[src/rtl/mandel_result_writer.sv]
// Collects per-pixel iteration counts and writes them to the DDR iteration frame buffer
// as MCB write bursts. Optional idle flush of partial bursts: define MANDEL_WR_TIMEOUT_EN.
module mandel_result_writer #(
   parameter logic [29:0] BASE_ADDR      = 30'd0,
   parameter int          BURST_LEN      = 64,
   parameter int          TIMEOUT_CYCLES = 256
) (
   input  logic        clk,
   input  logic        reset,
   input  logic [20:0] i_total_pixels,
   input  logic        i_res_valid,
   input  logic [31:0] i_res_iter,
   output logic        o_res_ready,
   output logic        o_frame_done,
   input  logic        i_mem_calib_done,
   input  logic        i_wr_full,
   input  logic        i_wr_empty,
   output logic        o_wr_en,
   output logic [31:0] o_wr_data,
   input  logic        i_cmd_full,
   output logic        o_cmd_en,
   output logic [2:0]  o_cmd_instr,
   output logic [5:0]  o_cmd_bl,
   output logic [29:0] o_cmd_byte_addr,
   output logic [1:0]  o_dbg_state
);

   // Result handshake: a word moves when i_res_valid and o_res_ready are both high at
   // the rising edge; the same cycle pushes it into the MCB write FIFO via o_wr_en.
   typedef enum logic [1:0] {
      S_IDLE  = 2'd0,
      S_FILL  = 2'd1,
      S_CMD   = 2'd2,
      S_DRAIN = 2'd3
   } state_t;

   localparam logic [6:0] LP_BURST_LEN = 7'(BURST_LEN);

   state_t      r_state;
   state_t      w_next_state;
   logic        r_calib_meta;
   logic        r_calib_sync;
   logic [20:0] r_frame_px;
   logic [20:0] r_pixel_index;
   logic [20:0] r_burst_start;
   logic [6:0]  r_burst_cnt;
   logic        r_cmd_en;
   logic        r_frame_done;
   logic [5:0]  r_cmd_bl;
   logic [29:0] r_cmd_byte_addr;

   logic [20:0] w_remain;
   logic [6:0]  w_limit;
   logic        w_accept;
   logic        w_timeout;
   logic        w_frame_end;

   // The last burst of a frame is shortened to the pixels that remain.
   assign w_remain    = r_frame_px - r_burst_start;
   assign w_limit     = (w_remain >= 21'(BURST_LEN)) ? LP_BURST_LEN : w_remain[6:0];
   assign w_accept    = i_res_valid & o_res_ready;
   assign w_frame_end = (r_pixel_index == r_frame_px);

`ifdef MANDEL_WR_TIMEOUT_EN
   localparam int                   LP_IDLE_W   = $clog2(TIMEOUT_CYCLES + 1);
   localparam logic [LP_IDLE_W-1:0] LP_IDLE_MAX = LP_IDLE_W'(TIMEOUT_CYCLES);

   logic [LP_IDLE_W-1:0] r_idle_cnt;

   always_ff @(posedge clk or posedge reset) begin
      if (reset) begin
         r_idle_cnt <= '0;
      end else if (r_state != S_FILL || w_accept) begin
         r_idle_cnt <= '0;
      end else if (r_burst_cnt != 7'd0 && !w_timeout) begin
         r_idle_cnt <= r_idle_cnt + LP_IDLE_W'(1);
      end
   end

   assign w_timeout = (r_state == S_FILL) && (r_idle_cnt == LP_IDLE_MAX);
`else
   assign w_timeout = 1'b0;
`endif

   always_ff @(posedge clk or posedge reset) begin
      if (reset) begin
         r_state <= S_IDLE;
      end else begin
         r_state <= w_next_state;
      end
   end

   always_comb begin
      w_next_state = r_state;
      case (r_state)
         S_IDLE:  if (r_calib_sync) w_next_state = S_FILL;
         S_FILL:  if (r_burst_cnt == w_limit || w_timeout) w_next_state = S_CMD;
         S_CMD:   if (!i_cmd_full) w_next_state = S_DRAIN;
         S_DRAIN: if (i_wr_empty) w_next_state = S_FILL;
         default: w_next_state = S_IDLE;
      endcase
   end

   always_comb begin
      o_res_ready = (r_state == S_FILL) && !i_wr_full && (r_burst_cnt < w_limit) && !w_timeout;
      o_wr_en     = i_res_valid && o_res_ready;
      o_wr_data   = i_res_iter;
      o_cmd_instr = 3'b000;
      o_dbg_state = r_state;
   end

   always_ff @(posedge clk or posedge reset) begin
      if (reset) begin
         r_calib_meta <= 1'b0;
         r_calib_sync <= 1'b0;
      end else begin
         r_calib_meta <= i_mem_calib_done;
         r_calib_sync <= r_calib_meta;
      end
   end

   // Burst bookkeeping and the registered command interface.
   always_ff @(posedge clk or posedge reset) begin
      if (reset) begin
         r_frame_px      <= '0;
         r_pixel_index   <= '0;
         r_burst_start   <= '0;
         r_burst_cnt     <= '0;
         r_cmd_en        <= 1'b0;
         r_frame_done    <= 1'b0;
         r_cmd_bl        <= '0;
         r_cmd_byte_addr <= '0;
      end else begin
         r_cmd_en     <= 1'b0;
         r_frame_done <= 1'b0;
         case (r_state)
            S_IDLE: begin
               if (r_calib_sync) r_frame_px <= i_total_pixels;
            end
            S_FILL: begin
               if (w_accept) begin
                  r_burst_cnt   <= r_burst_cnt + 7'd1;
                  r_pixel_index <= r_pixel_index + 21'd1;
               end
            end
            S_CMD: begin
               if (!i_cmd_full) begin
                  r_cmd_en        <= 1'b1;
                  r_cmd_bl        <= 6'(r_burst_cnt - 7'd1);
                  r_cmd_byte_addr <= BASE_ADDR + {7'd0, r_burst_start, 2'b00};
               end
            end
            S_DRAIN: begin
               if (i_wr_empty) begin
                  r_burst_cnt <= '0;
                  if (w_frame_end) begin
                     // Next frame restarts at pixel 0 with a freshly sampled size.
                     r_pixel_index <= '0;
                     r_burst_start <= '0;
                     r_frame_px    <= i_total_pixels;
                     r_frame_done  <= 1'b1;
                  end else begin
                     r_burst_start <= r_pixel_index;
                  end
               end
            end
            default: ;
         endcase
      end
   end

   assign o_cmd_en        = r_cmd_en;
   assign o_frame_done    = r_frame_done;
   assign o_cmd_bl        = r_cmd_bl;
   assign o_cmd_byte_addr = r_cmd_byte_addr;

endmodule

[config.mk]
export PLATFORM = sky130hd
export DESIGN_NAME = mandel_result_writer
export DESIGN_NICKNAME = d
export VERILOG_FILES = /design/src/rtl/mandel_result_writer.sv
export SDC_FILE = /design/constraint.sdc
export NUM_CORES = 1
export LEC_CHECK = 0
export ABC_AREA = 1
export BUFFER_PORTS_ARGS = -buffer_cell sky130_fd_sc_hd__buf_2
export CAP_MARGIN = 40
export CORE_MARGIN = 2
export CORE_UTILIZATION = 57
export DETAILED_ROUTE_END_ITERATION = 8
export PLACE_DENSITY = 0.91
export SYNTH_ARGS = -nofsm -noshare
export SYNTH_HDL_FRONTEND = slang
export SYNTH_SLANG_ARGS = --single-unit
[constraint.sdc]
create_clock -name clk -period 4.84 [get_ports clk]
set_input_delay 0.968 -clock clk [delete_from_list [all_inputs] [get_ports clk]]
set_output_delay 0.968 -clock clk [all_outputs]
set_load 0.01 [all_outputs]
==> impl_metrics.toml <==
[outcome]
status = "finished clean"

[route]
drc = 0
wl_met1_mm = 7.40
vias = 6442
firstDrtPassIters = 6
top_layer = "met4"
wl_per_cell_um = 15.3
met3_length_mm = 1.57
wl_met2_mm = 8.40
via_per_inst = 5.52
postRouteAntennaNets = 0
drtIter0Drc = 499
wirelength_mm = 17.9

[critical_path]
r2r_setup_slack_ps = 800
worstPathRequired_ps = 3870
critPathKind = "reg2out"
crit_arrival_ps = 3620
worstRegToRegCells = 27
cp_max_fo = 6
r2r-start = "r_frame_px[0]$_DFFE_PP0P_"
end_kind = "output pin"
r2r-end = "r_pixel_index[17]$_DFFE_PP0P_"
critPathLaunchType = "flop"

[sta]
whs_ps = 356
final.period_utilization = 0.949
skew_ps = 10.8
tns_ps = 0
setup_ws_ps = 249
rsz0062_at_grt = "no"
setup_viol = 0
timing.fmax_mhz = 218
tightest_slew_ps = 641
slew_viol_final = 0
hold_violations = 0
period_minus_slack_ps = 4590
relSlewSlack = 0.571

[grt]
grt_max_degree = 50
grt_pass1_wl_mm = 29.4
antenna_found_initial = 0
grt_remaining_overflow = 0
grt_pass1_vias = 6202
track_usage = 0.285

[layout]
layout.cells.most_common_list = "245 x nand2_1, 131 x inv_1, 103 x dfrtp_1, 97 x nand3_1, 75 x o21ai_0"
antennaDiodeCount = 0
nets = 1090
layout-drive-gt1-share = 0.130
area_growth_pct = 7.40
final_common_cell = "nand2_1"
final.fill_count = 1030
final_cells = 1168

[floorplan]
io_pins = 137
fp.dieW_um = 115
initial_utilization = 0.587
die_y_um = 115
die-area_mm2 = 0.0133
rows = 40
core_mm2 = 0.0121

[synth]
synthFlopType = "dfrtp_1"
synth_seq_cells = 103
avgSynthCellArea_um2 = 7.25
yosysUniqueCellTypes = 40
synth_area_mm2 = 0.00708
ys_seq_area_frac = 0.364
yosysWarningCount = 0
async_flop_share = 1.00
synth_cells = 977
synth_edf_count = 0

[clocking]
clockBufferDepth = 2
numCtsBuffers = 9
ctsHoldBuffers = 0
cts.htree.levels = 3
cts_sinks = 103
insertion_delay_ps = 370
clockRootBuffer = "clkbuf_16"
cts_tree = "built"
path_clk_slew_ps = 80

[worst_hold_path]
min_to = "r_calib_sync$_DFF_PP0_"
min_path_cells = 0
worstHoldStart = "r_calib_meta$_DFF_PP0_"
hp-class = "reg2reg"

[placement]
dp.cells = 1150
place.gp.congestion = 0.985
io_buffers = 60
pre_cts_slack_ps = 551
dp_hpwl_mm = 13.3

[pwr]
p_leak_nw = 3.94
ir_drop_mv = 0.393
power_mw = 5.61
power_density_mw_per_mm2 = 737

[flow_run]
maxCapViolCount = 0
-- kinds of logic (layout without fill, tap and decap cells) --
family / Yosys count / count (layout) / share of synthesized area
and+or+nand+nor: 477 / 477 / 0.300
buffers and inverters: 209 / 221 / 0.140
other: 1 / 12 / 0.000529
adders and majority gates: 35 / 35 / 0.0629
AOI/OAI and AO/OA: 118 / 118 / 0.0910
DFF: 103 / 103 / 0.364
xor gates and xnor gates: 34 / 34 / 0.0420
-- report_power, final --
group          internal (mW)  leakage, nW  total, mW  switching (mW)
Sequential              1.16         1.29       1.47           0.310
Combinational           1.15         2.50       3.32            2.17
Clock                  0.470        0.155      0.818           0.348
-- registers in the layout, indices dropped and copies added (netlist names) --
signal / count
r_burst_cnt: 7
r_calib_sync: 1
r_pixel_index: 21
o_cmd_en: 1
r_calib_meta: 1
o_cmd_bl: 6
r_burst_start: 21
o_dbg_state: 2
o_frame_done: 1
o_cmd_byte_addr: 21
r_frame_px: 21
-- cells in the mapped netlist, drive strengths merged (8+ instances only) --
| library cell | count | area (um2) |
|---|---|---|
| a21boi | 8 | 60.1 |
| clkbuf | 15 | 56.3 |
| nor2 | 71 | 294 |
| xnor2 | 22 | 193 |
| dfrtp | 103 | 2580 |
| nand4 | 15 | 93.8 |
| inv | 136 | 510 |
| nand2 | 260 | 1010 |
| a21oi | 22 | 118 |
| buf | 58 | 424 |
| o21ai | 78 | 394 |
| ha | 34 | 425 |
| xor2 | 12 | 105 |
| nand3b | 9 | 67.6 |
| nand3 | 100 | 510 |
| nor3 | 12 | 65.1 |
-- critical path, stage by stage (launching register included) --
cell and delay, ps:
dfrtp_1 390, inv_1 60, ha_1 230, fa_2 370
inv_1 70, nand3_1 100, nand2_2 120, nand2_2 70
nand2_2 70, nand2_1 50, nand2_1 60, nand3_1 80
nor2_2 130, nand3_2 110, nor2_4 190, nand3b_1 110
ha_1 300, a21oi_1 140, nor2_1 50, nor2_1 70
and2_1 160, nand2_2 110, inv_2 90, buf_2 120
-- worst max path at each step --
stage,start,end
2_1_floorplan,r_frame_px[0]$_DFFE_PP0P_,o_wr_en
3_3_place_gp,r_frame_px[0]$_DFFE_PP0P_,o_wr_en
3_5_place_dp,r_frame_px[0]$_DFFE_PP0P_,o_wr_en
4_1_cts,r_frame_px[0]$_DFFE_PP0P_,o_wr_en
5_1_grt,r_frame_px[0]$_DFFE_PP0P_,o_wr_en
6_report,r_frame_px[0]$_DFFE_PP0P_,o_wr_en
-- layer usage --
| metal | GRT usage | up-vias |
|---|---|---|
| met5 | 0 | - |
| met4 | 0.129 | 0 |
| met3 | 0.0523 | 49 |
| met2 | 0.452 | 303 |
| met1 | 0.383 | 2995 |
| li1 | - | 3095 |
-- cell type report --
class	count	area [um2]	share of cell area
timing repair buffer	69	388	0.0510
sequential	103	2580	0.339
inverter	136	513	0.0674
clock inverter	6	92.6	0.0122
multi-input combinational	676	3590	0.472
clock buffer	10	239	0.0314
tap	168	210	0.0276
-- stage by stage --
| step | cell area [um2] | utilization |
|---|---|---|
| floorplan | 7130 | - |
| global placement | 7200 | 0.597 |
| detailed placement | 7230 | 0.600 |
| CTS | 7570 | 0.627 |
| global route | 7610 | 0.631 |
| finish | 7610 | 0.631 |
-- timing repair --
action	4_1_cts	5_1_grt
endpoints found under the setup margin	0	1
gates resized for setup	0	11
setup buffers	0	2
Power figures use the tool's default switching activity.
